[src/rtl/pin_in_conditioner.sv]
// Per-pin input conditioning: multi-flop synchronizer, stability filter and change strobe,
// plus output-pin bypass so the core sees its own drive level on pins it owns.
module pin_in_conditioner #(
  parameter int SYNC_STAGES   = 2,
  parameter int FILTER_CYCLES = 4
) (
  input  logic        clock_80,
  input  logic        inp_resn,
  input  logic [31:0] pin_in,
  input  logic [31:0] pin_out,
  input  logic [31:0] pin_dir,
  output logic [31:0] prop_in,
  output logic [31:0] pin_change
);

  localparam int unsigned CW = $clog2(FILTER_CYCLES) + 1;
  localparam logic [CW-1:0] CNT_LAST = CW'(FILTER_CYCLES - 1);

  logic [SYNC_STAGES-1:0][31:0] r_sync;
  logic [31:0]                  r_filt;
  logic [31:0]                  r_change;
  logic [31:0][CW-1:0]          r_cnt;

  logic [31:0]                  w_sync;
  logic [31:0]                  w_filt_nxt;
  logic [31:0][CW-1:0]          w_cnt_nxt;

  assign w_sync = r_sync[SYNC_STAGES-1];

  always_ff @(posedge clock_80) begin
    if (!inp_resn) begin
      r_sync <= '0;
    end else begin
      r_sync <= {r_sync[SYNC_STAGES-2:0], pin_in};
    end
  end

  // Counter only advances while the synchronized level disagrees with the
  // accepted one; it saturates by loading the new level, so it never wraps.
  always_comb begin
    w_filt_nxt = r_filt;
    w_cnt_nxt  = '0;
    for (int unsigned i = 0; i < 32; i++) begin
      if (w_sync[i] != r_filt[i]) begin
        if (r_cnt[i] == CNT_LAST) begin
          w_filt_nxt[i] = w_sync[i];
        end else begin
          w_cnt_nxt[i] = r_cnt[i] + CW'(1);
        end
      end
    end
  end

  always_ff @(posedge clock_80) begin
    if (!inp_resn) begin
      r_filt   <= '0;
      r_change <= '0;
      r_cnt    <= '0;
    end else begin
      r_filt   <= w_filt_nxt;
      r_change <= w_filt_nxt ^ r_filt;
      r_cnt    <= w_cnt_nxt;
    end
  end

  assign prop_in    = (pin_dir & pin_out) | (~pin_dir & r_filt);
  assign pin_change = r_change;

endmodule

[config.mk]
export PLATFORM = sky130hd
export DESIGN_NAME = pin_in_conditioner
export DESIGN_NICKNAME = d
export VERILOG_FILES = /design/src/rtl/pin_in_conditioner.sv
export SDC_FILE = /design/constraint.sdc
export NUM_CORES = 1
export LEC_CHECK = 0
export CORE_MARGIN = 3
export CORE_UTILIZATION = 54
export DETAILED_ROUTE_END_ITERATION = 10
export HOLD_SLACK_MARGIN = 0.03
export PLACE_DENSITY = 0.94
export SETUP_SLACK_MARGIN = 0.2
export SLEW_MARGIN = 20
export SYNTH_ARGS = -nofsm -noshare
export SYNTH_HDL_FRONTEND = slang
export SYNTH_SLANG_ARGS = --single-unit
[constraint.sdc]
create_clock -name clock_80 -period 2.9 [get_ports clock_80]
set_input_delay 0.29 -clock clock_80 [delete_from_list [all_inputs] [get_ports clock_80]]
set_output_delay 0.29 -clock clock_80 [all_outputs]
set_load 0.01 [all_outputs]
* After elaboration in Yosys (flattened, before gate mapping)
Index checks and enable logic that the tools add are counted.
Word-level totals: register bits 224, bits of input ports 98, logic and storage cells 266
Cells by class: add/sub/neg operators 32, equal/unequal tests 64, muxes and demuxes 64, bitwise logic cells 38, reduce and logical (&&, ||, !) cells 32
Operators by type and width (count):
- adder 3 x 1 -> 3 bit (second input constant) | 32
- equality test 3 x 2 -> 1 bit (second input constant) | 32
- OR reduction 3 bit | 32
- AND 32 bit | 2
- two-way mux 1 bit | 64
- NOT 1 bit | 33
- != test 1 bit | 32
- NOT 32 bit | 1
- OR 32 bit | 1
- bitwise XOR 32 bit | 1

* Longest topological paths before layout
Gate-level depths: netlist (run 1).
word-level depth 4, gate-level depth with buffers 5

* Worst setup path before layout (run 1)
Ideal clock, no wire load.
path type reg-to-reg, from register r_cnt[18] in the netlist's numbering, to register r_cnt[20] in the netlist's numbering, library setup time 96 ps, arrival time 982 ps, slack 1822 ps, cell stages (with the launch flop) 4, buffers on the path 0, clock period less this slack 1078 ps, path through dfxtp_1 > ha_1 > ha_1 > nor4b_1
On the way: cells in the longest elaborated chain, start to end 2, elaborated cells between the ends (all ways) 3
RTL lines:
- start: declaration | RTL line 22 | logic [31:0][CW-1:0] r_cnt;
- start signal: assignment | RTL line 62 | r_cnt <= w_cnt_nxt;
- branches (longest 2 deep; another with adder 3 x 1 -> 3 bit)
Parallel ways; which one is timed is not known. A chain may end at the register's enable or synchronous reset.

* Final worst setup path (run 1)
from register r_filt[18], to output port prop_in[18]
On the way: cells in the longest elaborated chain, start to end 2
RTL lines:
- start: declaration | RTL line 20 | logic [31:0] r_filt;
- start signal: assignment | RTL line 60 | r_filt <= w_filt_nxt;
- AND 32 bit | RTL line 66 | assign prop_in = (pin_dir & pin_out) | (~pin_dir & r_filt);
- OR 32 bit | RTL line 66
- end: declaration | RTL line 12 | output logic [31:0] prop_in,
No other way between the ends.

==> results of run 1 <==
[where the power goes]
group | total, mW | switching, mW | leakage [nW] | internal, mW
Sequential | 3.16 | 0.0239 | 1.82 | 3.13
Clock | 2.80 | 1.11 | 0.353 | 1.69
Combinational | 0.354 | 0.114 | 1.83 | 0.240
Total | 6.31 | 1.24 | 4.00 | 5.07
[cells by family after synthesis]
group | count (synthesis) | share of synthesized area (%)
and+or+nand+nor | 256 | 21.8
DFF | 224 | 53.5
muxes | 64 | 8.11
adders and majority gates | 64 | 9.55
buffers and inverters | 57 | 3.73
xor gates and xnor gates | 32 | 3.34
[registers in the layout, summed over array words and instances (netlist names)]
register,count
r_cnt,96
pin_change,32
r_filt,32
r_sync,32
w_sync,32
[final timing paths]
check,startpoint,to,slack (ns)
hold / removal,inp_resn,pin_change[12],0.30
hold reg to reg,r_sync[4],w_sync[4],0.42
setup reg to reg,r_cnt[60],r_cnt[62],1.52
setup / recovery,r_filt[18],prop_in[18],0.99
[area by class of cell]
class                      instances  area, um^2
clock buffer                      34         677
clock inverter                     3        48.8
fill                             998        4070
inverter                          32         120
multi-input combinational        416        3590
sequential                       224        4480
tap                              184         230
timing repair buffer             164        1640
[through the flow]
| stage | hold slack (ns) | cells | setup WS, ns |
|---|---|---|---|
| 3_3_place_gp | 0.414 | 1020 | 0.978 |
| 5_1_grt | 0.334 | 1057 | 0.931 |
| 3_5_place_dp | 0.417 | 1020 | 0.988 |
| 6_report | 0.302 | 1057 | 0.991 |
| 2_1_floorplan | 0.407 | 697 | 1.82 |
| 4_1_cts | 0.281 | 1057 | 0.958 |
[worst max-delay path, cell delays in order, from the launching register on]
cell	delay (ns)
sky130_fd_sc_hd__dfxtp_1	0.38
sky130_fd_sc_hd__mux2_2	0.21
sky130_fd_sc_hd__clkdlybuf4s50_1	0.55
[synth_stat cells, drive strengths merged]
cell type | count | area [um^2]
nor2 | 32 | 120
nor4b | 64 | 598
and4bb | 28 | 350
and2 | 64 | 400
nand2 | 32 | 120
ha | 64 | 801
clkbuf | 6 | 22.5
nor2b | 32 | 200
nor4bb | 4 | 40.0
xnor2 | 32 | 280
dfxtp | 224 | 4480
mux2 | 32 | 360
mux2i | 32 | 320
buf | 19 | 170
inv | 32 | 120
[metal layers]
layer  wire length [um]  share of wire [%]  GRT usage [%]  up-vias
li1                   -                  -              -     2717
met1               5980                 42           19.1     2451
met2               7200                 51           30.1      110
met3                744                5.2           4.23       23
met4                259                1.8           4.78        0
met5                  0                  0              0        -
==> Implementation_results.wiki, run 1 <==
{| class="wikitable"
! Metric !! Value
|-
| Hold Path Cell Cnt || 3
|-
| Arrival time worst endpoint || 1.62 ns
|-
| Num CTS Buffers || 23
|-
| Post-synth design cell area || 0.00839 mm^2
|-
| Status || finished, final reports clean
|-
| Detailed-route via count || 5301
|-
| I/O Buffers || 161
|-
| CTS tree || built
|-
| R2r worst-path depth || 3
|-
| Synth Instances || 697
|-
| TritonRoute pass-1 iters || 4
|-
| Clock sink count || 224
|-
| GRT Util Overall || 16.5%
|-
| Reg clk slew, reported paths || 0.06 ns
|-
| Setup Fix Bufs, Post-CTS || 0
|-
| Final cell utilization of the core || 72.6%
|-
| Number of global-route vias before repair || 5322
|-
| Fmax achieved || 524 MHz
|-
| Final period utilization || 65.8%
|-
| Root Driver || sky130_fd_sc_hd__clkbuf_16
|-
| Post-CTS Resized || 0
|-
| Final weighted congestion in routability-driven placement || 0.683
|-
| Largest net degree at the start of global routing || 93
|-
| Vias per cell || 5.02
|-
| Floorplan Core Area || 0.0149 mm^2
|-
| Clock Skew || 0.0104 ns
|-
| Initial drt markers || 212
|-
| CP startpoint kind || flop
|-
| Antenna Diode Count || 0
|-
| Leak Pwr || 4.00 nW
|-
| Worst-Skew Late Latency || 0.49 ns
|-
| Power density over cell area || 585 mW/mm^2
|-
| Worst EP required || 2.61 ns
|-
| Worst slew margin relative to its limit || 63.2%
|-
| Kind of critical path || flop to output pin
|-
| Share of cells above drive strength 1 || 11.7%
|-
| Number of antenna violations at the first check in global routing || 0
|-
| Signed area change from the synthesized netlist to the final layout || 28.7%
|-
| Final critical-path required period || 1.91 ns
|-
| Largest buffer count on any clock path || 3
|-
| Half-perimeter wire length after placement || 9590 um
|-
| Power, Total || 6.31 mW
|-
| Yosys warns || 0
|-
| Height of the chip || 131 um
|-
| Aggregate negative setup slack || 0 ns
|-
| Aggregate routed wire length || 14200 um
|-
| Commonest non-fill, non-tap cell in the layout || sky130_fd_sc_hd__dfxtp_1
|-
| Final ANT Viol Nets || 0
|-
| Most frequent cells in the layout || 224 x sky130_fd_sc_hd__dfxtp_1, 160 x sky130_fd_sc_hd__clkdlybuf4s50_1, 64 x sky130_fd_sc_hd__and2_1, 64 x sky130_fd_sc_hd__ha_1, 58 x sky130_fd_sc_hd__nor4b_1
|-
| Crit path max fanout || 3
|-
| Flip-flop and latch count after synthesis || 224
|-
| Classification of the worst-slack hold path || primary input to flop
|-
| Global-route wire length before repair || 23600 um
|-
| Kind of end point of the critical path || output pin
|-
| Sequential-to-total area share from yosys stat || 53.5%
|-
| Mapped Avg Cell Area || 12.0 um^2
|-
| Dpl cell area || 0.0101 mm^2
|-
| Final design area excluding fillers || 0.0108 mm^2
|-
| Number of max-slew violations in the final report || 0
|-
| Number of endpoints failing setup at the final stage || 0
|-
| Initial standard-cell utilization of the core || 56.4%
|-
| Final net count || 1023
|-
| GRT Residual Overflow || 0
|-
| Horizontal extent of the die || 131 um
|-
| Drt drc || 0
|-
| Hold-fix buffers at CTS || 0
|-
| Count of boundary I/O pins || 162
|-
| Max Cap Violations || 0
|-
| Post-synthesis net count || 859
|-
| Wire length per cell after detailed routing || 13.4 um
|-
| Final hold violation count || 0
|-
| Least-Margin Pin Slew || 0.553 ns
|-
| Setup repair after global routing missed its margin || no
|-
| Count of unique library cells instantiated by Yosys || 19
|-
| Die area || 0.0171 mm^2
|-
| H-tree levels || 1
|-
| Cell Rows || 44
|-
| Peak supply drop || 536 uV
|}
No activity file was read; power rests on OpenSTA's default activity.
==> inputs of run 2 (changes only) <==
--- a/config.mk
+++ b/config.mk
@@ -6,10 +6,10 @@
 export NUM_CORES = 1
 export LEC_CHECK = 0
 export CORE_MARGIN = 3
-export CORE_UTILIZATION = 54
+export CORE_UTILIZATION = 47
 export DETAILED_ROUTE_END_ITERATION = 10
 export HOLD_SLACK_MARGIN = 0.03
-export PLACE_DENSITY = 0.94
+export PLACE_DENSITY = 0.87
 export SETUP_SLACK_MARGIN = 0.2
 export SLEW_MARGIN = 20
 export SYNTH_ARGS = -nofsm -noshare
==> constraint.sdc (replaced) <==
create_clock -name clock_80 -period 1.63 [get_ports clock_80]
set_input_delay 0.163 -clock clock_80 [delete_from_list [all_inputs] [get_ports clock_80]]
set_output_delay 0.163 -clock clock_80 [all_outputs]
set_load 0.01 [all_outputs]
==> run 2 against run 1 <==
- worst hold slack got worse by 0.061 ns
- clock skew increased by 0.00064 ns
- utilization decreased by 10 points
- combinational power increased by 68%
- die area increased by 14%
- register-to-register slack got worse by 1.1 ns
- global-route usage decreased by 2.6 points
- clock power increased by 81%
- critical endpoint is now prop_in[17]
- highest routed layer unchanged
==> Implementation_results.wiki, run 2 (synthesis results as in run 1) <==
{| class="wikitable"
! Metric !! Value
|-
| Number of flip-flops in the largest register || 96
|-
| Die area || 0.0195 mm^2
|-
| Worst slew margin relative to its limit || 69.2%
|-
| Share of cells above drive strength 1 || 20.2%
|-
| Root Driver || sky130_fd_sc_hd__clkbuf_16
|-
| Peak supply drop || 918 uV
|-
| Kind of critical path || flop to output pin
|-
| Number of antenna violations at the first check in global routing || 0
|-
| Post-placement cell count || 1061
|-
| Most flops, register || r_cnt
|-
| Final critical-path required period || 1.40 ns
|-
| Flop-to-flop setup slack || 0.40 ns
|-
| Vias per cell || 4.84
|-
| Drt drc || 0
|-
| Final ANT Viol Nets || 0
|-
| Startpoint of the lowest-slack register-to-register path || r_cnt[57]
|-
| Fmax achieved || 717 MHz
|-
| I/O Buffers || 161
|-
| Power density over cell area || 1040 mW/mm^2
|-
| CP startpoint kind || flop
|-
| Height of the chip || 140 um
|-
| Half-perimeter wire length after placement || 9100 um
|-
| Count of boundary I/O pins || 162
|-
| Wire length per cell after detailed routing || 12.5 um
|-
| Setup repair after global routing missed its margin || yes
|-
| Kind of end point of the critical path || output pin
|-
| Floorplan Core Area || 0.0174 mm^2
|-
| Capture endpoint of the worst hold path || r_sync[27]
|-
| Hold path startpoint || pin_in[27]
|-
| Worst EP required || 1.47 ns
|-
| Aggregate negative setup slack || 0 ns
|-
| Reg clk slew, reported paths || 0.06 ns
|-
| R2r worst-path depth || 3
|-
| GRT Residual Overflow || 0
|-
| Horizontal extent of the die || 140 um
|-
| Max Cap Violations || 0
|-
| Hold Path Cell Cnt || 2
|-
| Num CTS Buffers || 24
|-
| Clock sink count || 224
|-
| Leak Pwr || 4.30 nW
|-
| Largest net degree at the start of global routing || 110
|-
| Initial drt markers || 129
|-
| Global-route wire length before repair || 23600 um
|-
| Worst-case hold slack || 0.241 ns
|-
| GRT Util Overall || 13.9%
|-
| Antenna Diode Count || 0
|-
| Signed area change from the synthesized netlist to the final layout || 29.1%
|-
| Commonest non-fill, non-tap cell in the layout || sky130_fd_sc_hd__dfxtp_1
|-
| Worst-Skew Late Latency || 0.50 ns
|-
| Worst reg2reg endpoint || r_cnt[59]
|-
| Aggregate routed wire length || 13900 um
|-
| Cell Rows || 48
|-
| Detailed-route via count || 5380
|-
| Least-Margin Pin Slew || 0.459 ns
|-
| Arrival time worst endpoint || 1.23 ns
|-
| Non-Filler Instances || 1111
|-
| Crit path max fanout || 3
|-
| TritonRoute pass-1 iters || 4
|-
| Number of global-route vias before repair || 5317
|-
| Classification of the worst-slack hold path || primary input to flop
|-
| Largest buffer count on any clock path || 3
|-
| Number of max-slew violations in the final report || 0
|-
| Final period utilization || 85.6%
|-
| Most frequent cells in the layout || 192 x sky130_fd_sc_hd__dfxtp_1, 96 x sky130_fd_sc_hd__clkdlybuf4s50_1, 64 x sky130_fd_sc_hd__and2_1, 64 x sky130_fd_sc_hd__ha_1, 58 x sky130_fd_sc_hd__nor4b_1
|-
| Number of endpoints failing setup at the final stage || 0
|-
| H-tree levels || 1
|-
| Final hold violation count || 0
|-
| Final net count || 1033
|-
| Initial standard-cell utilization of the core || 48.3%
|-
| Clock Skew || 0.0110 ns
|-
| CTS tree || built
|-
| Final weighted congestion in routability-driven placement || 0.680
|-
| Status || finished, final reports clean
|}
==> run 2: cell types whose count changed in the layout (fill, tap and decap cells not counted), moves of 3 or more <==
cell,change
sky130_fd_sc_hd__clkdlybuf4s50_1,-64
sky130_fd_sc_hd__dfxtp_2,+31
sky130_fd_sc_hd__dlygate4sd2_1,+32
sky130_fd_sc_hd__clkinv_2,+5
sky130_fd_sc_hd__buf_6,+3
sky130_fd_sc_hd__buf_4,+7
sky130_fd_sc_hd__buf_2,+28
sky130_fd_sc_hd__dfxtp_1,-32
==> run 2: worst max-delay path, stage by stage, from the launching register on <==
cell	delay, ns
sky130_fd_sc_hd__dfxtp_4	0.35
sky130_fd_sc_hd__mux2_4	0.27
sky130_fd_sc_hd__buf_6	0.12
==> run 2: routing by layer <==
metal	track usage [%]	share of wire [%]	vias up	wire [um]
met1	16.4	43	2510	5920
met3	3.40	5.6	24	771
met4	3.88	1.7	0	238
met2	25.2	50	107	6960
met5	0	0	-	0
li1	-	-	2739	-
==> run 2: worst max path at each step <==
stage                startpoint          end  slack (ns)  cells after the start
floorplan             r_cnt[18]    r_cnt[20]        0.55                      3
finish               r_filt[17]  prop_in[17]        0.23                      2
detailed placement  pin_dir[21]  prop_in[21]       -0.02                      3
CTS                  r_filt[18]  prop_in[18]        0.11                      2
global placement    pin_dir[21]  prop_in[21]       -0.05                      3
global route         r_filt[18]  prop_in[18]        0.19                      2
==> run 2: layout make-up <==
cell class / count / area (um^2)
timing repair buffer: 173 / 1550
inverter: 32 / 120
sequential: 224 / 4530
clock inverter: 6 / 33.8
fill: 1376 / 6530
multi-input combinational: 416 / 3590
clock buffer: 35 / 723
tap: 225 / 282
==> run 2: through the flow <==
step | power [mW] | setup WS [ns] | util, % | area (um^2)
finish | 11.3 | 0.235 | 62.4 | 10800
global route | 11.7 | 0.190 | 62.4 | 10800
CTS | 11.4 | 0.106 | 61.9 | 10700
detailed placement | 6.37 | -0.0206 | 58.4 | 10100
global placement | 6.35 | -0.0477 | 58.4 | 10100
floorplan | 6.03 | 0.552 | - | 8390
==> run 2: what timing repair did <==
action	4_1_cts	5_1_grt
setup buffers	0	8
gates cloned	0	0
endpoints found under the hold margin	1	0
hold buffers	1	0
setup endpoints to repair	64	11
gates resized for setup	188	8
==> run 2: where the power goes <==
| part | internal [mW] | leakage [nW] | switching [mW] |
|---|---|---|---|
| Sequential | 5.57 | 1.84 | 0.0417 |
| Clock | 3.06 | 0.380 | 2.02 |
| Combinational | 0.396 | 2.08 | 0.199 |
| Total | 9.03 | 4.30 | 2.26 |
==> RTL edit (flow settings as in run 2) <==
Set the parameter `FILTER_CYCLES` to 8 (it was 4).
--- a/src/rtl/pin_in_conditioner.sv
+++ b/src/rtl/pin_in_conditioner.sv
@@ -2,7 +2,7 @@
 // plus output-pin bypass so the core sees its own drive level on pins it owns.
 module pin_in_conditioner #(
   parameter int SYNC_STAGES   = 2,
-  parameter int FILTER_CYCLES = 4
+  parameter int FILTER_CYCLES = 8
 ) (
   input  logic        clock_80,
   input  logic        inp_resn,
Behaviour: not the same (a bounded check fails within 10 cycles, from zero or initial values).
==> RTL edit against run 2 <==
- wire length rose by 15%
- synthesized cell count up 26%
- sequential cell count is 32 higher
- synthesized area increased by 9.4%
- power grew 14%
- worst setup slack lost 0.010 ns
- design area is 11% higher
- core utilization is 1.2 points higher
- largest power group unchanged
- highest routed layer unchanged
==> RTL edit: results (changes against run 2) <==
----------------------------------------------------
[Finish]
  Seq/total area ... 42.9% (+1.1 points)
  Proportion of layout cells with a drive suffix above 1 ... 15.0% (-5.2 points)
  Flip-flop count of the largest register after layout ... 128 (+33%)
  Area used by sequential logic in the layout ... 0.00517 mm² (+14%)
  Non-clock buffer share of cell area ... 14.4% (+0.16 points)
  Filler cells ... 1462 (+6.3%)

[Routing]
  Total via count after detailed routing ... 6288 (+17%)
  Met2 wire length ... 8.09 mm (+16%)
  Routed wire length on met3 ... 1.02 mm (+32%)
  First-iteration detailed-routing DRC count ... 192 (+49%)
  DR vias/cell ... 4.64 (-4.1%)
  Post-detailed-routing wire length ... 16.0 mm (+15%)

[Placement]
  Placed cell areas ... 0.0111 mm² (+9.1%)
  Worst-case setup slack after placement ... -0.0543 ns (-0.0336 ns)

[Timing]
  Worst Hold Slack ... 0.0606 ns (-0.180 ns)

[Synthesis]
  Sequential fraction of the synthesis area ... 55.9% (+2.4 points)
  Syn Area/Cell ... 10.4 µm² (-13%)

[CTS]
  Number of buffers inserted by post-CTS setup repair ... 1 (+1)
  Number of sinks handled by clock tree synthesis ... 256 (+14%)

[Power]
  Leakage ... 5.24 nW (+22%)
  Max VDD drop ... 0.864 mV (-5.8%)

[Global route]
  Met2 Resource Use GR ... 27.0% (+1.8 points)
  Met3 Track Usage GR ... 4.52% (+1.1 points)
  Met1 demand-to-capacity share in global routing ... 15.8% (-0.59 points)

[Setup path]
  Startpoint of the lowest-slack register-to-register path ... r_cnt[64]$_SDFF_PP0_
  Critical path peak fanout ... 2 (-1)
  Reg-to-Reg End ... r_filt[16]$_SDFF_PN0_

[Run status]
  Run status ... complete, no violations

----------------------------------------------------
[RTL edit: worst max-delay path, stage by stage, from the launching register on]
cell and delay, ns:
sky130_fd_sc_hd__dfxtp_4 0.34, sky130_fd_sc_hd__mux2_4 0.27, sky130_fd_sc_hd__buf_6 0.12
[RTL edit: power groups by stage]
stage / clock (mW) / sequential [mW] / combinational (mW)
2_1_floorplan: 0 / 6.53 / 0.267
3_3_place_gp: 0 / 6.54 / 0.604
3_5_place_dp: 0 / 6.54 / 0.617
4_1_cts: 5.98 / 6.40 / 0.584
5_1_grt: 6.25 / 6.41 / 0.674
6_report: 5.83 / 6.40 / 0.616
[RTL edit: kinds of logic (layout without fill, tap and decap cells)]
logic type               after synthesis  after routing  share of synthesized area (%)
AND/OR/NAND/NOR                      384            384                           20.6
flip-flops                           256            256                           55.9
XOR/XNOR                              96             96                           9.17
multiplexers                          64             64                           7.42
buffers and inverters                 49            262                           2.54
adder cells (fa/ha/maj)               32             32                           4.36
